`src/rtl/if_id_skid_pkg.sv`:
```
// Shared types for the IF/ID skid buffer: FSM state, default NOP and payload layout.
// Latency/backpressure: none, declarations only.
package if_id_pkg;

   localparam logic [31:0] RV_NOP = 32'h0000_0013;

   localparam int unsigned INSTR_W_DEF = 32;
   localparam int unsigned PC_W_DEF    = 64;

   typedef enum logic [1:0] {
      EMPTY = 2'd0,
      ONE   = 2'd1,
      TWO   = 2'd2
   } if_id_state_e;

   typedef struct packed {
      logic [INSTR_W_DEF-1:0] instruction;
      logic [PC_W_DEF-1:0]    pc;
   } if_id_payload_t;

endpackage

```
`src/rtl/if_id_skid_if.sv`:
```
// Fetch/decode handshake bundle for the IF/ID skid buffer.
// master drives the fetch beat, flush and out_ready; slave is the buffer.
interface if_id_skid_if #(
   parameter int unsigned INSTR_W = 32,
   parameter int unsigned PC_W    = 64
);
   logic               in_valid;
   logic               in_ready;
   logic [INSTR_W-1:0] instruction_in;
   logic [PC_W-1:0]    pc;
   logic               flush;
   logic               out_valid;
   logic               out_ready;
   logic [INSTR_W-1:0] instruction_out;
   logic [PC_W-1:0]    out_pc;

   modport master (
      output in_valid, instruction_in, pc, flush, out_ready,
      input  in_ready, out_valid, instruction_out, out_pc
   );

   modport slave (
      input  in_valid, instruction_in, pc, flush, out_ready,
      output in_ready, out_valid, instruction_out, out_pc
   );
endinterface

```
`src/rtl/if_id_skid_sat_counter.sv`:
```
// Saturating event counter with synchronous clear; updates one cycle after inc.
// No backpressure: sticks at all-ones until cleared.
module sat_counter #(
   parameter int unsigned CNT_W = 32
) (
   input  logic             clk,
   input  logic             clr,
   input  logic             inc,
   output logic [CNT_W-1:0] cnt
);

   always_ff @(posedge clk) begin
      if (clr) begin
         cnt <= '0;
      end else if (inc && (cnt != {CNT_W{1'b1}})) begin
         cnt <= cnt + CNT_W'(1);
      end
   end

endmodule

```
`src/rtl/if_id_skid.sv`:
```
// IF/ID two-entry skid buffer (optional perf counters: IF_ID_PERF_CNT_EN); 1-cycle latency, 1 beat/cycle.
// Backpressure: in_ready comes from state only, so one extra beat is absorbed into skid when decode stalls.
module if_id_skid
   import if_id_pkg::*;
#(
   parameter int unsigned        INSTR_W   = 32,
   parameter int unsigned        PC_W      = 64,
   parameter logic [INSTR_W-1:0] NOP_INSTR = INSTR_W'(RV_NOP)
`ifdef IF_ID_PERF_CNT_EN
   ,
   parameter int unsigned        CNT_W     = 32
`endif
) (
   input  logic             clk,
   input  logic             rst,
   if_id_skid_if.slave      bus
`ifdef IF_ID_PERF_CNT_EN
   ,
   output logic [CNT_W-1:0] stall_cnt,
   output logic [CNT_W-1:0] flush_cnt
`endif
);

   typedef struct packed {
      logic [INSTR_W-1:0] instruction;
      logic [PC_W-1:0]    pc;
   } payload_t;

   if_id_state_e state_q;
   if_id_state_e state_d;
   payload_t     main_q;
   payload_t     skid_q;
   payload_t     in_beat;

   logic accept;
   logic drain;
   logic load_main;
   logic load_skid;
   logic skid_to_main;

   assign in_beat = '{instruction: bus.instruction_in, pc: bus.pc};
   assign accept  = bus.in_valid & bus.in_ready;
   assign drain   = bus.out_valid & bus.out_ready;

   always_ff @(posedge clk) begin
      if (rst) begin
         state_q <= EMPTY;
      end else begin
         state_q <= state_d;
      end
   end

   always_comb begin
      state_d = state_q;
      if (bus.flush) begin
         state_d = EMPTY;
      end else begin
         case (state_q)
            EMPTY: begin
               if (accept) state_d = ONE;
            end
            ONE: begin
               if (accept && !drain)      state_d = TWO;
               else if (!accept && drain) state_d = EMPTY;
            end
            TWO: begin
               if (drain) state_d = ONE;
            end
            default: state_d = EMPTY;
         endcase
      end
   end

   // rst is folded into in_ready so fetch sees "ready" while held in reset;
   // the beats it offers are still discarded by the gating below.
   always_comb begin
      bus.in_ready        = rst | (state_q != TWO);
      bus.out_valid       = (state_q != EMPTY);
      bus.instruction_out = bus.out_valid ? main_q.instruction : NOP_INSTR;
      bus.out_pc          = bus.out_valid ? main_q.pc : '0;
   end

   always_comb begin
      load_main    = 1'b0;
      load_skid    = 1'b0;
      skid_to_main = 1'b0;
      if (!rst && !bus.flush) begin
         load_main    = accept & ((state_q == EMPTY) | ((state_q == ONE) & drain));
         load_skid    = accept & (state_q == ONE) & ~drain;
         skid_to_main = drain & (state_q == TWO);
      end
   end

   // Payload registers need no reset: they are only visible when out_valid is set.
   always_ff @(posedge clk) begin
      if (load_main) begin
         main_q <= in_beat;
      end else if (skid_to_main) begin
         main_q <= skid_q;
      end
      if (load_skid) begin
         skid_q <= in_beat;
      end
   end

`ifdef IF_ID_PERF_CNT_EN
   sat_counter #(.CNT_W(CNT_W)) u_stall_cnt (
      .clk (clk),
      .clr (rst),
      .inc (bus.out_valid & ~bus.out_ready),
      .cnt (stall_cnt)
   );

   sat_counter #(.CNT_W(CNT_W)) u_flush_cnt (
      .clk (clk),
      .clr (rst),
      .inc (bus.flush & bus.out_valid),
      .cnt (flush_cnt)
   );
`endif

endmodule

```
`src/flat_wrapper.sv`:
```
// flat-port wrapper written by rule: the top's interface ports become plain ports
module if_id_skid_flat import if_id_pkg::*;
#(
   parameter int unsigned        INSTR_W   = 32,
   parameter int unsigned        PC_W      = 64,
   parameter logic [INSTR_W-1:0] NOP_INSTR = INSTR_W'(RV_NOP)

)
  (clk, rst, bus_in_valid, bus_instruction_in, bus_pc, bus_flush, bus_out_ready, bus_in_ready, bus_out_valid, bus_instruction_out, bus_out_pc);
  if_id_skid_if #(.INSTR_W(INSTR_W), .PC_W(PC_W)) bus_i ();
  input  logic clk;
  input  logic rst;
  input wire logic [$bits(bus_i.in_valid)-1:0] bus_in_valid;
  input wire logic [$bits(bus_i.instruction_in)-1:0] bus_instruction_in;
  input wire logic [$bits(bus_i.pc)-1:0] bus_pc;
  input wire logic [$bits(bus_i.flush)-1:0] bus_flush;
  input wire logic [$bits(bus_i.out_ready)-1:0] bus_out_ready;
  output wire logic [$bits(bus_i.in_ready)-1:0] bus_in_ready;
  output wire logic [$bits(bus_i.out_valid)-1:0] bus_out_valid;
  output wire logic [$bits(bus_i.instruction_out)-1:0] bus_instruction_out;
  output wire logic [$bits(bus_i.out_pc)-1:0] bus_out_pc;
  assign bus_i.in_valid = bus_in_valid;
  assign bus_i.instruction_in = bus_instruction_in;
  assign bus_i.pc = bus_pc;
  assign bus_i.flush = bus_flush;
  assign bus_i.out_ready = bus_out_ready;
  assign bus_in_ready = bus_i.in_ready;
  assign bus_out_valid = bus_i.out_valid;
  assign bus_instruction_out = bus_i.instruction_out;
  assign bus_out_pc = bus_i.out_pc;
  if_id_skid #(.INSTR_W(INSTR_W), .PC_W(PC_W), .NOP_INSTR(NOP_INSTR)) u_core (.clk(clk), .rst(rst), .bus(bus_i));
endmodule
```
`config.mk`:
```
export PLATFORM = sky130hd
export DESIGN_NAME = if_id_skid_flat
export DESIGN_NICKNAME = d
export VERILOG_FILES = /design/src/rtl/if_id_skid_pkg.sv /design/src/rtl/if_id_skid_if.sv /design/src/rtl/if_id_skid_sat_counter.sv /design/src/rtl/if_id_skid.sv /design/src/flat_wrapper.sv
export SDC_FILE = /design/constraint.sdc
export NUM_CORES = 1
export LEC_CHECK = 0
export ABC_CLOCK_PERIOD_IN_PS = 8550
export CAP_MARGIN = 10
export CORE_UTILIZATION = 30
export CTS_BUF_LIST = sky130_fd_sc_hd__clkbuf_8
export CTS_CLUSTER_DIAMETER = 30
export CTS_CLUSTER_SIZE = 20
export DETAILED_ROUTE_END_ITERATION = 16
export GPL_ROUTABILITY_DRIVEN = 0
export GPL_TIMING_DRIVEN = 1
export HOLD_SLACK_MARGIN = 0.15
export SYNTH_ARGS = -nofsm -noshare
export SYNTH_HDL_FRONTEND = slang
export SYNTH_SLANG_ARGS = --single-unit
```
`constraint.sdc`:
```
create_clock -name clk -period 8.55 [get_ports clk]
set_input_delay 1.71 -clock clk [delete_from_list [all_inputs] [get_ports clk]]
set_output_delay 1.71 -clock clk [all_outputs]
set_load 0.01 [all_outputs]
```
Word-level counts from Yosys, hierarchy flattened:

Index checks and enable logic that the tools add are counted.

* add/sub/neg operators: 0
* multiply operators: 0
* divide/modulo/power cells: 0
* $lt $le $gt $ge: 0
* equal/unequal tests: 6
* shift operators: 0
* multiplexer cells: 12
* bitwise logic cells: 10
* reduce and logical (&&, ||, !) cells: 12

Operator list (count)
* 96-bit two-way mux: 2
* 64-bit two-way mux: 1
* 32-bit two-way mux: 1
* 2-bit two-way mux: 4
* 1-bit bitwise AND: 7
* 2-bit one-hot mux with 3 select lines: 1
* 1-bit zero test: 4
* 2-bit by 1-bit != test with 1-bit output, second input constant: 2
* 2-bit nonzero test: 2
* 1-bit logical AND: 3
* 1-bit two-way mux: 3
* 3-bit by 1-bit != test with 1-bit output, second input constant: 1
* 3-bit AND reduction: 1
* 2-bit by 1-bit == test with 1-bit output, second input constant: 1
* 2-bit == test, second input constant: 1
* 2-bit zero test: 1
* 2-bit != test, second input constant: 1
* 1-bit bitwise OR: 2
* 2-bit OR reduction: 1
* 1-bit inverter: 1

* flip-flop bits (word level): 194
* latch bits: 0
* bits in writable memories: 0
* bits in read-only memories: 0
* word-level logic and storage cells: 45
* memories: 0

Depth between registers and ports, before layout:

Gate-level depths: netlist (run 1).

* depth after elaboration: 8
* gate-level depth with buffers: 5

Worst setup path before layout (run 1):

OpenSTA, ideal clock, no wires.

* kind: input -> register
* start point: input rst
* end point: register u_core.main_q[0] in the netlist's numbering (enable)
* library setup time: 0.583 ns
* arrival: 6.679 ns
* required time: 7.967 ns
* setup slack: 1.288 ns
* stages on the path: 2
* buffers on the path: 0
* cell sequence: or2_2 -> a21oi_1

* word-level cells in the longest chain between the ends: 5
* elaborated cells on any way between the ends: 8
* classes of those cells: mux (2); bitwise (3); reduce/logical (3)

Ends and longest elaborated chain
* from (decl): RTL line flat_wrapper.sv:12 `input logic rst;`
* 1-bit bitwise OR: RTL line if_id_skid.sv:77 `bus.in_ready = rst | (state_q != TWO);`
* 1-bit bitwise AND: RTL line if_id_skid.sv:42 `assign accept = bus.in_valid & bus.in_ready;`
* 1-bit bitwise AND: RTL line if_id_skid.sv:88 `load_main = accept & ((state_q == EMPTY) | ((state_q == ONE) & drain));`
* 1-bit two-way mux: RTL line if_id_skid.sv:87 `if (!rst && !bus.flush) begin`
* 2-bit nonzero test (no source line) (*)
* to (signal assigned): RTL line if_id_skid.sv:97 `main_q <= in_beat;`
* to (signal assigned): RTL line if_id_skid.sv:99 `main_q <= skid_q;`
* to (decl): RTL line if_id_skid.sv:31 `payload_t main_q;`

Every way passes the cells marked *; elsewhere a longest branch is shown, timed or not.
A chain may end at the register's enable or synchronous reset.

Worst setup path in the final report (run 1):

* start point: input rst
* end point: output bus_in_ready

* word-level cells in the longest chain between the ends: 1

Ends and longest elaborated chain
* 1-bit bitwise OR: RTL line if_id_skid.sv:77
* to (decl): RTL line flat_wrapper.sv:18 `output wire logic [$bits(bus_i.in_ready)-1:0] bus_in_ready;`

Every way passes these cells.

==> impl_metrics.tcl, run 1 <==
set metrics [dict create \
    status "complete, no violations" \
    wl_per_cell_um 16.74 \
    path_max_fanout 3 \
    relSlewSlack_pct 44.25 \
    antenna_found_initial 0 \
    portBuffers 198 \
    cts_root_buf "clkbuf_8" \
    reg2reg_from "u_core.state_q[0]" \
    clkTransAtPathRegs_ns 0.10 \
    dp_cells 935 \
    cellLeakagePower_uw 0.003637 \
    required_ns 6.84 \
    fin_crit_sh_pct 56.20 \
    final_cells 967 \
    timing.fmax_mhz 208.1 \
    power_density_mw_per_mm2 168.8 \
    dpl.hpwl_um 10510 \
    synthSimpleGateAreaFrac_pct 8.709 \
    synth_area_per_cell_sq_um 18.61 \
    synthXorXnorAreaFrac_pct 0 \
    insertion_delay_ns 0.45 \
    cp-end-kind "output port" \
    dieArea_sq_mm 0.02689 \
    via_per_inst 4.359 \
    critPathTopFamily "buffers and inverters" \
    cp.buffers_inverters 2 \
    min_path_type "reg2reg" \
    total_power_uw 1789 \
    synth_fa_ha_area_share_pct 0 \
    ys_seq_area_share_pct 73.74 \
    path_class "in2out" \
    postRouteAntennaNets 0 \
    cts_buffers 17 \
    tritoncts "done" \
    fp-row-count 58 \
    maxCapViolCount 0 \
    io_pins 199 \
    clock_skew_ns 0.01790 \
    crit_chain "clkdlybuf4s50_1 > or3b_2 > clkdlybuf4s50_1" \
    tightest_slew_ns 0.8363 \
    post_cts_buffers 0 \
    cp-startpoint "rst" \
    finalHoldViolCount 0 \
    worst_path_largest_cell_delay_ns 0.49 \
    cpMostUsedCell "clkdlybuf4s50_1" \
    post_cts_resized 0 \
    initial_utilization_pct 30.91 \
    antenna_cells 0 \
    syn_inst 423 \
    drive_gt1_share_pct 21.82 \
    die_y_um 164.0 \
    nets 726 \
    cts_num_sinks 194 \
    setup_tns_ns 0 \
    final-setup-viol-count 0 \
    first_pass_iters 4 \
    postCtsHoldBufs 0 \
    min-delay-start "u_core.skid_q[23]" \
    first_global_vias 4522 \
    rsz0062_at_grt "false" \
    track_usage_pct 12.56 \
    synth_fp_nets 524 \
    drt-total-wl_um 16190 \
    ys_seq_elements 194 \
    clockBufferDepth 2 \
    synth_top_family_by_area "multiplexers" \
    cpMaxStageDelayCell "clkdlybuf4s50_1" \
    grt-ovfl-total 0 \
    synthDistinctLibCells 23 \
    crit_arrival_ns 3.10 \
    areaGrowthSynthToFinish_pct 34.68 \
    vias 4215 \
    worstSetupStartpointType "input pin" \
    max-vdd-ir-drop_v 0.0001016 \
    synthMuxAreaShare_pct 15.77 \
    grt_pass1_wl_um 25490 \
    core-area_sq_mm 0.02547 \
    netlist_area_sq_mm 0.007873 \
    slew_violations 0 \
    synth_compound_area_share_pct 0.1430 \
    die_w_um 164.0 \
    drcViolationCount 0 \
    grt_max_degree 59 \
    yosys_warnings 0 \
    htreeDepth 4 \
    fin_crit_ns 4.805 \
    holdWs_ns 0.5411 \
    drt-initial-drc-count 178 \
]
path summary, 6_finish.rpt:
| kind | end | slack, ns | cells after the start |
|---|---|---|---|
| worst max register to register | u_core.main_q[15] | 5.82 | 4 |
| worst max-delay path | bus_in_ready | 3.74 | 3 |
| worst min register to register | u_core.main_q[23] | 0.54 | 1 |
| worst min-delay path | u_core.main_q[23] | 0.54 | 1 |
layout by cell type, fill, tap and decap left out, drive strengths merged, types with 2 or more instances in the layout:
cell type and count:
clkdlybuf4s50 198, edfxtp 192, mux2 96, and2 93, clkbuf 17, buf 6
inv 6, clkinv 5, nand2b 4, or2 2, nand2 2, clkinvlp 2
dfxtp 2, nor2 2
cell type report:
cell class | instances | area [sq um]
flip-flops and latches | 194 | 5806
clock buffers | 17 | 234.0
clock inverters | 14 | 146.4
well taps | 330 | 412.9
fillers | 2297 | 14870
repair buffers | 204 | 2039
multi-input cells | 208 | 1964
registers in the layout, indices dropped and copies added, names as in the netlist:
name and count:
u_core.skid_q 96, u_core.main_q 96, u_core.state_q 2
cell families after synthesis:
logic type             after synthesis
AND/OR/NAND/NOR                    109
buffers and inverters               21
flip-flops                         194
multiplexers                        97
AO/OA/AOI/OAI                        2
power by group:
part	leakage (uW)	switching (uW)	total, uW	internal (uW)
combinational	0.00169	58.1	147	89.2
clock	0.000188	342	582	240
sequential	0.00176	2.91	1060	1060
synthesized netlist by cell type:
cell type    n  area (sq um)
a21oi_1      1         5.000
a31oi_1      1         6.260
and2_1      93         581.8
buf_2        6         30.03
buf_6        5         56.30
clkbuf_1     6         22.52
clkbuf_2     4         20.02
dfxtp_1      2         40.04
edfxtp_1   192          5766
mux2_2      56         630.6
mux2_4      40         600.6
mux2i_1      1         10.01
nand2_1      2         7.510
nand2b_1     4         25.02
nand3_2      1         10.01
nand3b_1     1         7.510
nor2_1       2         7.510
nor2b_4      1         13.76
nor3_1       1         5.000
or2_1        1         6.260
or2_2        1         6.260
or3_1        1         6.260
or3b_2       1         8.760
layer usage:
metal / part of all wire (%) / up-vias / GRT usage [%]
li1: - / 1974 / -
met1: 43 / 2110 / 15.22
met2: 50 / 121 / 21.59
met3: 5.8 / 10 / 3.889
met4: 0.95 / 0 / 3.199
met5: 0 / - / 0
per-stage QoR:
stage	instance area, sq um	utilization (%)	worst slack [ns]
floorplan	7873	-	1.288
global placement	10200	40.05	3.760
detailed placement	10200	40.05	3.748
CTS	10580	41.55	3.747
global route	10600	41.62	3.611
finish	10600	41.62	3.745
No activity file was read; power rests on OpenSTA's default activity.
==> run 2, diff against run 1 <==
Settings changed: ABC_CLOCK_PERIOD_IN_PS 8550 to 4220.
Clock period 8.55 ns to 4.22 ns, I/O delays scaled along.
==> run 2 against run 1 <==
  * Register-to-register slack lost 3.6 ns
  * Sequential share of layout area is essentially flat
  * Worst setup slack lost 3.0 ns
  * Design area is essentially flat
  * Clock power grew 94%
  * Worst hold slack gained 0.0065 ns
  * Final cell count grew 0.21%
  * Core utilization is essentially flat
  * Via count grew 0.90%
  * Global-route usage shrank 0.60 points
  * Critical endpoint is now bus_out_pc[21]
  * Largest cell class unchanged
==> impl_metrics.tcl, run 2 (synthesis gave the netlist of run 1 again) <==
set metrics [dict create \
    status "complete, no violations" \
    reg_top3 "u_core.main_q: 96 flops, u_core.skid_q: 96 flops, u_core.state_q: 2 flops" \
    drcViolationCount 0 \
    drt-initial-drc-count 186 \
    nets 727 \
    cts_num_sinks 194 \
    first_pass_iters 4 \
    worstSetupStartpointType "flop" \
    reg2reg_slack_ns 2.23 \
    min_path_type "reg2reg" \
    fin_ws_ns 0.7796 \
    tightest_slew_ns 0.7603 \
    fin_crit_sh_pct 81.53 \
    design_area_sq_mm 0.01060 \
    post_cts_buffers 0 \
    track_usage_pct 11.96 \
    timing.fmax_mhz 290.7 \
    comb_power_share_pct 8.3 \
    wl_per_cell_um 16.29 \
    cts_buffers 17 \
    portBuffers 198 \
    maxCapViolCount 0 \
    drive_gt1_share_pct 21.91 \
    postRouteAntennaNets 0 \
    final_common_cell "clkdlybuf4s50_1" \
    antenna_cells 0 \
    cp-end-kind "output port" \
    cts_root_buf "clkbuf_8" \
    rsz0062_at_grt "false" \
    finalHoldViolCount 0 \
    die_w_um 164.0 \
    clockBufferDepth 2 \
    power_switching_uw 822.4 \
    htreeDepth 4 \
    grt-ovfl-total 0 \
    fin_crit_ns 3.440 \
    postCtsHoldBufs 0 \
    final_cell_mix "198 x clkdlybuf4s50_1, 192 x edfxtp_1, 93 x and2_1" \
    clkTransAtPathRegs_ns 0.10 \
    grt_max_degree 57 \
    fp-row-count 58 \
    clock_skew_ns 0.01602 \
    max-vdd-ir-drop_v 0.0001629 \
    core-area_sq_mm 0.02547 \
    p_int_uw 2751 \
    dieArea_sq_mm 0.02689 \
    crit_arrival_ns 2.60 \
    slew_violations 0 \
    antenna_found_initial 0 \
    cellLeakagePower_uw 0.003647 \
    dpl.hpwl_um 10500 \
    via_per_inst 4.389 \
    relSlewSlack_pct 49.31 \
    initial_utilization_pct 30.91 \
    die_y_um 164.0 \
    power_density_mw_per_mm2 337.0 \
    place_ws_ns 1.102 \
    path_class "reg2out" \
    areaGrowthSynthToFinish_pct 34.66 \
    io_pins 199 \
    first_global_vias 4476 \
    insertion_delay_ns 0.46 \
    seqPwrFrac_pct 60.1 \
    p_sw_share_pct 23.02 \
    clkPwrFrac_pct 31.5 \
    setup_tns_ns 0 \
    placement.cell_area_sq_mm 0.01024 \
    path_max_fanout 56 \
    grt_pass1_wl_um 24260 \
    tritoncts "done" \
    final-setup-viol-count 0 \
    post_cts_resized 0 \
    vias 4253 \
    required_ns 3.38 \
    drt-total-wl_um 15790 \
]
## run 2: metrics by stage
step,hold slack (ns),power [uW],cells,util (%)
after floorplan,0.5231,2311,423,-
after detailed placement,0.5309,2495,937,40.21
after global routing,0.5609,3720,969,41.62
after global placement,0.5295,2487,937,40.21
final,0.5477,3573,969,41.62
after CTS,0.5511,3635,969,41.62
## run 2: power by group through the flow
stage          combinational [uW]  clock, uW  sequential (uW)
6_report                      297       1130             2150
5_1_grt                       319       1250             2150
4_1_cts                       303       1180             2150
3_5_place_dp                  301          0             2190
3_3_place_gp                  295          0             2190
2_1_floorplan                 117          0             2190
## run 2: path summary, 6_finish.rpt
kind | cells past startpoint | end | start
worst min register to register | 1 | u_core.main_q[49] | u_core.skid_q[49]
worst min-delay path | 1 | u_core.main_q[49] | u_core.skid_q[49]
worst max register to register | 4 | u_core.main_q[18] | u_core.state_q[0]
worst max-delay path | 4 | bus_out_pc[21] | u_core.state_q[1]
## run 2: layout make-up
cell class                 instances  area (sq um)
sequential                       194          5806
clock buffer                      17         234.0
clock inverter                    15         125.1
timing repair buffer             205          2059
tap                              330         412.9
fill                            2280         14870
multi-input combinational        208          1964
## run 2: layer usage
layer  track usage (%)  routed length (um)
met5                 0                   0
met4             3.830                 193
met3             3.611                1083
met2             19.57                7611
met1             15.09                6900
## run 2: worst max-delay path: stages (launching register included)
cell and delay, ns:
dfxtp_1 0.47, or2_2 0.64, buf_12 0.30, and2_1 0.16, clkdlybuf4s50_1 0.56
==> run 3, diff against run 2 <==
Settings changed: ABC_CLOCK_PERIOD_IN_PS 4220 to 3000.
Clock period 4.22 ns to 3 ns, I/O delays scaled along.
==> run 3 against run 2 <==
  * Via count down 0.73%
  * Clock skew up 0.0030 ns
  * Worst hold slack worse by 0.0070 ns
  * Critical path type unchanged
  * Worst setup slack worse by 0.53 ns
  * Final cell count up 0.21%
==> impl_metrics.tcl, run 3 (synthesis gave the netlist of run 1 again) <==
set metrics [dict create \
    worstSetupStartpointType "flop" \
    reg_top3 "u_core.main_q: 96 flops, u_core.skid_q: 96 flops, u_core.state_q: 2 flops" \
    required_ns 2.40 \
    core-area_sq_mm 0.02547 \
    via_per_inst 4.348 \
    first_global_vias 4634 \
    first_pass_iters 4 \
    wl_per_cell_um 16.74 \
    place_ws_ns 0.3044 \
    crit_chain "or2_2 > buf_6 > and2_1 > clkdlybuf4s50_1" \
    insertion_delay_ns 0.45 \
    fin_ws_ns 0.2470 \
    cp-startpoint "u_core.state_q[1]" \
    antenna_cells 0 \
    relSlewSlack_pct 74.76 \
    min-delay-start "u_core.skid_q[53]" \
    initial_utilization_pct 30.91 \
    dieArea_sq_mm 0.02689 \
    grt_max_degree 53 \
    clkTransAtPathRegs_ns 0.10 \
    cpMaxStageDelayCell "clkdlybuf4s50_1" \
    maxCapViolCount 0 \
    timing.fmax_mhz 363.2 \
    drive_gt1_share_pct 22.15 \
    cellLeakagePower_uw 0.003682 \
    tritoncts "done" \
    drt-initial-drc-count 206 \
    cts_num_sinks 194 \
    min_path_type "reg2reg" \
    postCtsHoldBufs 0 \
    holdWs_ns 0.5406 \
    die_w_um 164.0 \
    htreeDepth 4 \
    final-setup-viol-count 0 \
    cts_buffers 17 \
    drt-total-wl_um 16250 \
    clock_skew_ns 0.01900 \
    antenna_found_initial 0 \
    path_class "reg2out" \
    postRouteAntennaNets 0 \
    fp-row-count 58 \
    die_y_um 164.0 \
    cts_root_buf "clkbuf_8" \
    finalHoldViolCount 0 \
    rsz0062_at_grt "false" \
    status "complete, no violations" \
    grt_pass1_wl_um 25290 \
    worst_path_largest_cell_delay_ns 0.54 \
    grt-ovfl-total 0 \
    setup_tns_ns 0 \
    fin_crit_sh_pct 91.77 \
    fin_crit_ns 2.753 \
    power_density_mw_per_mm2 478.2 \
    track_usage_pct 12.50 \
    portBuffers 198 \
    cp-end-kind "output port" \
    nets 731 \
    io_pins 199 \
    slew_violations 0 \
    dpl.hpwl_um 10830 \
    vias 4222 \
    final_cell_mix "198 x clkdlybuf4s50_1, 192 x edfxtp_1, 93 x and2_1" \
    cp.buffers_inverters 2 \
    drcViolationCount 0 \
    reg2reg_from "u_core.state_q[0]" \
    tightest_slew_ns 0.3786 \
    final_common_cell "clkdlybuf4s50_1" \
    clockBufferDepth 2 \
    crit_arrival_ns 2.15 \
    critPathTopFamily "buffers and inverters" \
    max-vdd-ir-drop_v 0.0002067 \
    path_max_fanout 48 \
    areaGrowthSynthToFinish_pct 35.90 \
]
==> run 3: changes by cell type in the layout (fill, tap and decap cells not counted), sizes merged <==
cell / delta
buf: +4
inv: -3
bufinv: +2
clkinv: -2
clkinvlp: +1
==> run 3: where the power goes <==
group	internal, uW	total [uW]	switching [uW]
sequential	3010	3020	8.68
combinational	262	428	166
clock	734	1670	932
==> run 3: metrics by stage <==
step | std cells | power [uW] | util (%) | area, sq um
global placement | 941 | 3508 | 40.52 | 10320
finish | 971 | 5116 | 42.00 | 10700
CTS | 971 | 5200 | 41.97 | 10690
floorplan | 423 | 3250 | - | 7891
global route | 971 | 5334 | 42.00 | 10700
detailed placement | 941 | 3518 | 40.52 | 10320
==> run 3: final cells by class <==
class	instances	area, sq um
Tap cell	330	412.9
Clock inverter	13	135.1
Multi-Input combinational cell	208	1964
Clock buffer	17	234.0
Timing Repair Buffer	209	2147
Sequential cell	194	5806
Fill cell	2332	14770
==> run 3: metal layers <==
layer | part of all wire (%) | vias to the layer above | global-route usage, %
li1 | - | 1984 | -
met5 | 0 | - | 0
met2 | 49 | 123 | 21.07
met3 | 6.4 | 17 | 3.914
met1 | 43 | 2098 | 15.11
met4 | 1.4 | 0 | 4.167
==> run 3: final timing paths <==
| check | slack (ns) | depth (start not counted) | endpoint |
|---|---|---|---|
| min | 0.54 | 1 | u_core.main_q[53] |
| max reg2reg | 1.12 | 4 | u_core.main_q[18] |
| min reg2reg | 0.54 | 1 | u_core.main_q[53] |
| max | 0.25 | 4 | bus_instruction_out[27] |
==> run 3: timing repair <==
action                     in CTS  in global routing
gates resized for setup         0                  2
setup endpoints to repair       0                 13
buffers inserted                0                  0
